[src/rtl/mips_cpu_control.sv]
// mips_cpu_control: multicycle main control FSM for the MIPS CPU.
// Sequences each instruction through FETCH -> EXEC -> (MEM) -> (WB), waits in
// MDWAIT for the mul/div unit and halts on a fetch from address 0.
// Ports:
//   clk, reset           rising-edge clock, asynchronous active-high reset
//   op, func             opcode/function fields from the instruction register
//   waitrequest          memory stall; a transfer completes when the strobe is
//                        high and waitrequest is low
//   pc_is_zero           PC == 0 (halt condition checked at fetch)
//   md_done              mul/div result ready
//   IRWrite, IR_sel      IR load strobe and IR pass-through select
//   mem_read, mem_write  memory strobes; i_or_d selects PC (0) or ALU (1) address
//   pc_write, branch     unconditional / conditional PC load; pc_src picks source
//   reg_write            register-file write enable
//   md_start             one-cycle mul/div start pulse
//   active, fault        CPU running; sticky undefined-instruction flag
// All outputs except fault are combinational from state, op, func and
// waitrequest, so an asynchronous reset clears them in the same cycle.

module mips_cpu_control #(
  parameter bit ENABLE_MD = 1'b1
) (
  input  logic       clk,
  input  logic       reset,
  input  logic [5:0] op,
  input  logic [5:0] func,
  input  logic       waitrequest,
  input  logic       pc_is_zero,
  input  logic       md_done,
  output logic       IRWrite,
  output logic       IR_sel,
  output logic       mem_read,
  output logic       mem_write,
  output logic       i_or_d,
  output logic       pc_write,
  output logic       branch,
  output logic [1:0] pc_src,
  output logic       reg_write,
  output logic       md_start,
  output logic       active,
  output logic       fault
);

  typedef enum logic [2:0] {
    S_IDLE,
    S_FETCH,
    S_EXEC,
    S_MEM,
    S_WB,
    S_MDWAIT,
    S_HALTED
  } state_t;

  localparam logic [1:0] SRC_PC4    = 2'd0;
  localparam logic [1:0] SRC_BRANCH = 2'd1;
  localparam logic [1:0] SRC_JUMP   = 2'd2;
  localparam logic [1:0] SRC_RS     = 2'd3;

  state_t state;
  state_t state_nxt;
  logic   fault_q;
  logic   fault_set;

  // ---------------------------------------------------------------------------
  // Instruction classification. Outside FETCH, IR_sel is 0, so op/func are the
  // stored instruction and stay stable through EXEC, MEM and WB.
  // ---------------------------------------------------------------------------
  logic is_rtype;
  logic is_jr;
  logic is_jalr;
  logic is_md;
  logic is_ralu;
  logic is_imm;
  logic is_load;
  logic is_store;
  logic is_branch;
  logic is_j;
  logic is_jal;

  always_comb begin
    is_rtype  = (op == 6'h00);
    is_jr     = is_rtype && (func == 6'h08);
    is_jalr   = is_rtype && (func == 6'h09);
    // func 0x18..0x1B share the upper four bits 4'b0110
    is_md     = is_rtype && (func[5:2] == 4'b0110);
    is_ralu   = is_rtype && !is_jr && !is_jalr && !is_md;
    is_imm    = (op[5:3] == 3'b001);                        // 0x08..0x0F
    is_load   = (op[5:3] == 3'b100) && (op[2:0] != 3'b111); // 0x20..0x26
    is_store  = (op == 6'h28) || (op == 6'h29) || (op == 6'h2B);
    is_branch = (op == 6'h01) || (op[5:2] == 4'b0001);      // 0x01, 0x04..0x07
    is_j      = (op == 6'h02);
    is_jal    = (op == 6'h03);
  end

  // ---------------------------------------------------------------------------
  // State register and sticky fault flag
  // ---------------------------------------------------------------------------
  always_ff @(posedge clk or posedge reset) begin
    if (reset) begin
      state   <= S_IDLE;
      fault_q <= 1'b0;
    end else begin
      state <= state_nxt;
      if (fault_set) begin
        fault_q <= 1'b1;
      end
    end
  end

  // ---------------------------------------------------------------------------
  // Next state and outputs
  // ---------------------------------------------------------------------------
  always_comb begin
    state_nxt = state;
    fault_set = 1'b0;
    IRWrite   = 1'b0;
    IR_sel    = 1'b0;
    mem_read  = 1'b0;
    mem_write = 1'b0;
    i_or_d    = 1'b0;
    pc_write  = 1'b0;
    branch    = 1'b0;
    pc_src    = SRC_PC4;
    reg_write = 1'b0;
    md_start  = 1'b0;
    active    = 1'b0;

    unique case (state)
      S_IDLE: begin
        state_nxt = S_FETCH;
      end

      S_FETCH: begin
        active = 1'b1;
        if (pc_is_zero) begin
          // A jump to address 0 means the program is finished: no read issued.
          state_nxt = S_HALTED;
        end else begin
          mem_read = 1'b1;
          i_or_d   = 1'b0;
          if (!waitrequest) begin
            // Data is on the bus this cycle: pass it through the IR so EXEC
            // decodes the new instruction, and advance PC to PC+4.
            IRWrite   = 1'b1;
            IR_sel    = 1'b1;
            pc_write  = 1'b1;
            pc_src    = SRC_PC4;
            state_nxt = S_EXEC;
          end
        end
      end

      S_EXEC: begin
        active = 1'b1;
        IR_sel = 1'b0;
        if (is_ralu || is_imm) begin
          state_nxt = S_WB;
        end else if (is_load || is_store) begin
          state_nxt = S_MEM;
        end else if (is_branch) begin
          branch    = 1'b1;
          pc_src    = SRC_BRANCH;
          state_nxt = S_FETCH;
        end else if (is_j || is_jal) begin
          pc_write  = 1'b1;
          pc_src    = SRC_JUMP;
          state_nxt = is_jal ? S_WB : S_FETCH;
        end else if (is_jr || is_jalr) begin
          pc_write  = 1'b1;
          pc_src    = SRC_RS;
          state_nxt = is_jalr ? S_WB : S_FETCH;
        end else if (is_md && ENABLE_MD) begin
          // EXEC lasts a single cycle, so this is a one-cycle pulse.
          md_start  = 1'b1;
          state_nxt = S_MDWAIT;
        end else begin
          fault_set = 1'b1;
          state_nxt = S_HALTED;
        end
      end

      S_MEM: begin
        active    = 1'b1;
        i_or_d    = 1'b1;
        // Strobe depends only on the stored op, so it is stable across stalls.
        mem_read  = is_load;
        mem_write = is_store;
        if (!waitrequest) begin
          state_nxt = is_load ? S_WB : S_FETCH;
        end
      end

      S_WB: begin
        active    = 1'b1;
        reg_write = 1'b1;
        state_nxt = S_FETCH;
      end

      S_MDWAIT: begin
        active = 1'b1;
        if (md_done) begin
          state_nxt = S_FETCH;
        end
      end

      S_HALTED: begin
        state_nxt = S_HALTED;
      end

      default: begin
        state_nxt = S_IDLE;
      end
    endcase
  end

  assign fault = fault_q;

endmodule

[config.mk]
export PLATFORM = sky130hd
export DESIGN_NAME = mips_cpu_control
export DESIGN_NICKNAME = d
export VERILOG_FILES = /design/src/rtl/mips_cpu_control.sv
export SDC_FILE = /design/constraint.sdc
export NUM_CORES = 1
export LEC_CHECK = 0
export CORE_ASPECT_RATIO = 0.9
export CORE_UTILIZATION = 24
export CTS_CLUSTER_SIZE = 16
export DETAILED_ROUTE_END_ITERATION = 12
export HOLD_SLACK_MARGIN = 0.12
export PLACE_DENSITY = 0.49
export SLEW_MARGIN = 20
export SYNTH_ARGS = -nofsm -noshare
export SYNTH_HDL_FRONTEND = slang
export SYNTH_SLANG_ARGS = --single-unit
[constraint.sdc]
create_clock -name clk -period 2 [get_ports clk]
set_input_delay 0.4 -clock clk [delete_from_list [all_inputs] [get_ports clk]]
set_output_delay 0.4 -clock clk [all_outputs]
set_load 0.01 [all_outputs]
### Yosys cells after proc, flatten, opt, wreduce, memory -nomap -nowiden

Index checks and enable logic that the tools add are counted.

| storage, ports and cells | value |
|---|---|
| output and inout bits | 13 |
| word-level logic and storage cells | 99 |
| bits in registers | 4 |
| bits of input ports | 17 |

| cells by class | value |
|---|---|
| reductions and logical operators | 22 |
| mux-type cells | 53 |
| equal/unequal tests | 22 |

Operator list:

| kind | count |
|---|---|
| $mux 3 | 12 |
| $mux 1 | 31 |
| $eq 6x6->1 const B | 3 |
| $pmux 3 s6 | 1 |
| $mux 2 | 7 |
| $eq 3x3->1 const B | 4 |
| $eq 6x2->1 const B | 2 |
| $eq 6x4->1 const B | 2 |
| $logic_and 1x1->1 | 7 |
| $logic_or 1x1->1 | 7 |
| $eq 3x1->1 const B | 2 |
| $eq 3x2->1 const B | 2 |
| $eq 6x1->1 const B | 1 |
| $logic_not 6->1 | 1 |
| $ne 3x3->1 const B | 2 |
| $reduce_or 5->1 | 1 |
| $eq 4x1->1 const B | 1 |
| $eq 4x3->1 const B | 1 |
| $ne 2x2->1 const B | 2 |
| $pmux 1 s2 | 2 |
| $logic_not 1->1 | 3 |
| $logic_not 3->1 | 1 |
| $reduce_and 3->1 | 1 |
| $reduce_or 2->1 | 1 |

### Depth between registers and ports, before layout

Gate-level depths: netlist of the first run.

| logic depth | value |
|---|---|
| word-level depth | 9 |
| depth in mapped cells | 6 |

### Least setup slack after synthesis of the first run

OpenSTA, ideal clock, no wires.

| timing path | value |
|---|---|
| path type | input port to output port |
| start | input port op[3] |
| end | output port pc_src[1] |
| stages on the path | 5 |
| arrival | 1.413 ns |
| path slack | 0.187 ns |
| data required time | 1.600 ns |
| path through | buf_6 > nor4_4 > nand4_1 > and2_1 > nor2_1 |

| between the ends | value |
|---|---|
| word-level cells in the longest chain between the ends | 9 |
| elaborated cells between the ends (all ways) | 33 |

RTL lines:

| element | line | RTL |
|---|---|---|
| start, declared | 25 | `input logic [5:0] op,` |
| $logic_not 6->1 | 81 | `is_rtype = (op == 6'h00);` |
| $logic_and 1x1->1 (on tied branches) | 82, 83 |  |
| $logic_or 1x1->1 / $logic_not 1->1 (equally long branches) | 168, 86 |  |
| $mux 2 / $logic_and 1x1->1 (equally long branches) | 168, 86 |  |
| $mux 2 / $logic_and 1x1->1 (equally long branches) | 164, 86 |  |
| $mux 2 / $logic_and 1x1->1 (equally long branches) | 160, 86 |  |
| $mux 2 / $logic_or 1x1->1 (equally long branches) | 158, 156 |  |
| $mux 2 (*) | 156 | `if (is_ralu \|\| is_imm) begin` |
| $mux 2 (*) | n/a |  |
| end, declared | 37 | `output logic [1:0] pc_src,` |

Mark *: on every way between the ends. The rest lies on a longest branch, timed or not.

### Final worst setup path of the first run

| timing path | value |
|---|---|
| start | register state[0] |
| end | output port pc_write |

| between the ends | value |
|---|---|
| word-level cells in the longest chain between the ends | 2 |
| elaborated cells between the ends (all ways) | 3 |

RTL lines:

| element | line | RTL |
|---|---|---|
| start, declared | 59 | `state_t state;` |
| start signal, assigned | 103 | `state <= state_nxt;` |
| $eq 3x2->1 / $eq 3x1->1 (equally long branches) | 128 | `unique case (state)` |
| $pmux 1 s2 (*) | 128 |  |
| end, declared | 35 | `output logic pc_write,` |

Marks and branches as above.

==> flow_summary.toml, run 1 <==
[outcome]
status = "finished, violations left"
violations = "DRC"

[power]
ir_worst_vdd_v = 0.000335
p_clk_frac = 0.105
internal_power_uw = 563
power.density_mw_per_mm2 = 781
power.leakage_nw = 0.568
pwr-share-seq = 0.144
p_sw_uw = 425
sw_frac_of_total = 0.430
power_frac_comb = 0.751

[sta]
setup_viol = 0
worst_pin_slew_ns = 0.360
period_needed_ns = 1.96
fmax_mhz = 510
clock_skew_ns = 0.00361
rsz0062_at_grt = "true"
final_max_slew_viol_count = 0
hold_viol_final = 0
fin_crit_sh = 0.981
relSlewSlack = 0.760

[clock_network]
numCtsBuffers = 3
htreeDepth = 1
clock_path_buffers = 2
numClockSinks = 4
cts_tree = "done"
root_buffer = "clkbuf_4"
clkTransAtPathRegs_ns = 0.04
worstSkewPairLatency_ns = 0.24

[finish]
layout.cells.non_filler = 176
fin_area_mm2 = 0.00126
diodes = 0
synthToLayoutAreaGrowth_pct = 90.0
drive_gt1_frac = 0.507
final_common_cell = "buf_4"
mostFrequentLayoutCells = "32 x buf_4, 11 x buf_2, 6 x inv_1, 6 x nor2_1"
nNetsFinal = 168

[floorplan]
core-area_mm2 = 0.00253
row_count = 17
start_util = 0.263
chipWidth_um = 57.5
num_io_pins = 30
die_y_um = 52.0
die_area_mm2 = 0.00299

[global_routing]
grt_first_pass_wirelength_um = 3980
grtUsageTotal = 0.176
grt_overflow = 0
first_global_vias = 927
grt_max_degree = 13
antenna_found_initial = 0

[worst_setup_path]
arrival_ns = 1.56
cp.required_ns = 1.60
start_kind = "flip-flop"
crit_path_cell_trace = "a2111oi_4 -> nand4_2 -> o21bai_2 -> buf_2"
end_kind = "output port"
r2r_cells = 6
critPathBufInv = 1
regToRegEndpoint = "state[1]$_DFFE_PP0P_"
path_delay_family = "compound AO/OA/AOI/OAI gates"
r2r_start = "state[2]$_DFFE_PP0P_"
crit_fanout = 3
path_class = "flip-flop to output port"
cpPeakStageDelay_ns = 0.43
cp_slowest_cell = "a2111oi_4"
r2r_slack_ns = 0.32

[detailed_routing]
ant_nets = 0
met2WireLength_um = 1200
wl_per_cell_um = 13.5
first_pass_iters = 8
viasPerCell = 5.16
num_vias = 908
top_layer = "met3"
wl_met3_um = 168
wl_met1_um = 1010
routed_wl_um = 2380
route.detailed.drc = 3
dr.first_iter.drc_count = 17

[logic_synthesis]
synth_cell_types = 47
synth-edff-count = 0
syn_avg_cell_area_um2 = 8.02
synthCells = 83
ys_ff_latch = 4
ys.flop_type = "dfrtp_1"
postSynth.asyncResetShare = 1.00
synth_fp_nets = 101
ys_warn_count = 0
synth-seq-area-share = 0.150
synth_area_um2 = 666

[placement]
gp_congestion = 0.828
portBuffers = 29
dpl.hpwl_um = 1770
place_area_mm2 = 0.00118
dp_cells = 165

[worst_hold_path]
hp-class = "input port to async pin"

[job]
drv_cap = 0
[stage by stage]
stage	power (mW)	hold slack, ns	util	setup WS (ns)	TNS [ns]
floorplan	0.497	0.166	-	0.187	0
detailed placement	0.838	0.460	0.466	-0.927	-6.60
global route	1.07	0.341	0.500	-0.0436	-0.101
finish	0.988	0.344	0.500	0.0384	0
CTS	0.956	0.344	0.494	-0.0173	-0.0173
global placement	0.841	0.456	0.466	-0.888	-6.39
[per-layer routing]
layer | global-route usage | vias up
li1 | - | 454
met1 | 0.190 | 418
met2 | 0.339 | 36
met3 | 0.0547 | 0
met4 | 0.0244 | 0
met5 | 0 | -
[Yosys cell counts (2+ instances only)]
cell / number / area (um^2)
nor2_1: 7 / 26.3
inv_1: 6 / 22.5
dfrtp_1: 4 / 100
nand2_1: 4 / 15.0
nand2b_1: 4 / 25.0
o21ai_0: 4 / 20.0
nand3_1: 3 / 15.0
nor2b_1: 3 / 18.8
a21oi_1: 2 / 10.0
and2_1: 2 / 12.5
nand3b_1: 2 / 15.0
nand4_1: 2 / 12.5
nor3_1: 2 / 10.0
nor3b_1: 2 / 15.0
nor4_1: 2 / 12.5
o211ai_1: 2 / 15.0
or3_1: 2 / 12.5
[cell type report]
type,count,area [um^2]
clock buffers,3,22.5
fillers,266,1270
flip-flops and latches,4,100
well taps,28,35.0
inverters,6,22.5
multi-input cells,70,586
repair buffers,65,499
[state kept, by name, indices dropped and copies added, names as in the netlist]
| signal | flops |
|---|---|
| fault | 1 |
| state | 3 |
[power groups by stage]
stage,Clock [mW],Combinational [mW],Sequential [mW]
2_1_floorplan,0,0.335,0.162
3_3_place_gp,0,0.696,0.146
3_5_place_dp,0,0.694,0.144
4_1_cts,0.104,0.709,0.143
5_1_grt,0.120,0.801,0.145
6_report,0.104,0.742,0.142
[kinds of logic after synthesis]
| logic type | after synthesis | synth area share |
|---|---|---|
| adders and majority gates | 1 | 0.0188 |
| and+or+nand+nor | 44 | 0.423 |
| AOI/OAI and AO/OA | 25 | 0.340 |
| DFF | 4 | 0.150 |
| buffers and inverters | 9 | 0.0677 |
[how the worst max path moves through the flow]
stage / slack (ns) / start / endpoint / cells after the start
6_report: 0.04 / state[0]$_DFFE_PP0P_ / pc_write / 4
5_1_grt: -0.04 / state[0]$_DFFE_PP0P_ / pc_src[1] / 4
4_1_cts: -0.02 / state[2]$_DFFE_PP0P_ / pc_write / 5
3_5_place_dp: -0.93 / op[5] / pc_write / 6
3_3_place_gp: -0.89 / op[5] / pc_write / 6
2_1_floorplan: 0.19 / op[3] / pc_src[1] / 5
[repair_timing]
action	4_1_cts	5_1_grt
hold buffers	0	0
setup buffers	6	2
setup endpoints to repair	12	8
resized for setup	78	17
pin swaps	14	8
endpoints found under the hold margin	0	0
Note: power is estimated with default switching activity, not from simulation.
==> run 2: changes to the inputs <==
- CAP_MARGIN: unset -> 10
- CORE_MARGIN: unset -> 10
==> run 2 against run 1 <==
The flow finishes with violations (setup timing). Maximum frequency down 3.1%. Core utilization down 2.0 points. Clock power about the same. Sequential cell count unchanged. Sequential power about the same. Worst setup slack worse by 0.062 ns. Combinational power down 2%. Die area up 77%. Highest routed layer unchanged. Worst hold slack better by 0.0093 ns.
==> flow_summary.toml, run 2 (synthesis results as in run 1) <==
[worst_setup_path]
arrival_ns = 1.62
cp.required_ns = 1.60
path_class = "input port to output port"
end_kind = "output port"
start_kind = "input port"
crit_fanout = 3

[floorplan]
num_io_pins = 30
chipWidth_um = 75.5
die_y_um = 70.0
start_util = 0.246
core-area_mm2 = 0.00270
die_area_mm2 = 0.00528
row_count = 18

[detailed_routing]
routed_wl_um = 2690
route.detailed.drc = 0
dr.first_iter.drc_count = 69
ant_nets = 0
num_vias = 909
wl_per_cell_um = 15.0
viasPerCell = 5.08
first_pass_iters = 4

[global_routing]
antenna_found_initial = 0
grt_first_pass_wirelength_um = 4290
grt_overflow = 0
first_global_vias = 953
grtUsageTotal = 0.0986
grt_max_degree = 13

[sta]
period_needed_ns = 2.02
fin_setup_tns_ns = -0.0433
finalWorstSetupSlack_ns = -0.0235
final_max_slew_viol_count = 0
holdWs_ns = 0.353
hold_viol_final = 0
rsz0062_at_grt = "true"
relSlewSlack = 0.770
setup_viol = 2
worst_pin_slew_ns = 0.343
fmax_mhz = 494
fin_crit_sh = 1.01
clock_skew_ns = 0.00342

[finish]
largest_register = "state"
largest_reg_flops = 3
mostFrequentLayoutCells = "30 x buf_4, 12 x buf_2, 9 x buf_6"
final_common_cell = "buf_4"
diodes = 0
nNetsFinal = 169
synthToLayoutAreaGrowth_pct = 94.7
drive_gt1_frac = 0.517

[clock_network]
numClockSinks = 4
clkTransAtPathRegs_ns = 0.04
clock_path_buffers = 2
root_buffer = "clkbuf_4"
worstSkewPairLatency_ns = 0.23
cts_tree = "done"
numCtsBuffers = 3
htreeDepth = 1
cts.hold.buffers_added = 0

[placement]
gp_congestion = 0.817
dpl.hpwl_um = 2080
portBuffers = 29

[power]
power.density_mw_per_mm2 = 749
power.leakage_nw = 0.575
ir_worst_vdd_v = 0.000289
power_uw = 971

[job]
drv_cap = 0

[worst_hold_path]
hp-class = "input port to async pin"

[outcome]
violations = "setup timing"
status = "finished, violations left"
run 2: cell count changes in the layout (fill, tap and decap cells not counted), moves of 2 or more:
cell	change
buf_6	+4
buf_4	-2
nor2b_2	-2
clkdlybuf4s15_1	-3
run 2: final cells by class:
cell class | instances | area [um^2]
fillers | 288 | 1410
multi-input cells | 70 | 587
repair buffers | 66 | 527
flip-flops and latches | 4 | 100
well taps | 30 | 37.5
clock buffers | 3 | 22.5
inverters | 6 | 22.5
run 2: final timing paths:
check                                           from              endpoint  slack (ns)  cells past startpoint
worst max-delay path                           op[4]              pc_write       -0.02                      9
worst min-delay path                           reset     fault$_DFFE_PP0P_        0.35                      2
worst max register to register  state[2]$_DFFE_PP0P_  state[1]$_DFFE_PP0P_        0.44                      7
worst min register to register     fault$_DFFE_PP0P_     fault$_DFFE_PP0P_        0.47                      1
max in group asynchronous                      reset  state[2]$_DFFE_PP0P_        1.48                      2
min in group clk                   fault$_DFFE_PP0P_     fault$_DFFE_PP0P_        0.47                      1
run 2: critical path: stages:
cell      delay [ns]
buf_8           0.10
buf_6           0.11
nor4_4          0.31
buf_4           0.18
o311ai_4        0.12
nand4_2         0.11
buf_6           0.12
o21bai_4        0.05
buf_6           0.12
run 2: timing repair:
item	in CTS	in global routing
pin swaps	10	6
gates resized for setup	93	11
setup buffers	6	1
cloned	0	0
setup endpoints to repair	11	9
run 2: routing by layer:
layer | vias up | track usage | share of wire
li1 | 455 | - | -
met1 | 424 | 0.115 | 0.45
met2 | 30 | 0.162 | 0.46
met3 | 0 | 0.0424 | 0.086
met4 | 0 | 0.0186 | 0
met5 | - | 0 | 0
run 2: metrics by stage:
step / utilization / cells / setup slack [ns] / cell area, um^2
floorplan: - / 83 / 0.187 / 666
global placement: 0.443 / 169 / -0.846 / 1200
detailed placement: 0.443 / 169 / -0.870 / 1200
CTS: 0.475 / 178 / -0.0286 / 1280
global route: 0.480 / 179 / -0.103 / 1300
finish: 0.480 / 179 / -0.0235 / 1300
run 2: where the power goes:
part | internal (mW) | switching (mW) | total [mW] | leakage (nW)
sequential | 0.115 | 0.0301 | 0.145 | 0.0468
clock | 0.0672 | 0.0342 | 0.101 | 0.0138
combinational | 0.365 | 0.359 | 0.724 | 0.515
total | 0.547 | 0.424 | 0.971 | 0.575
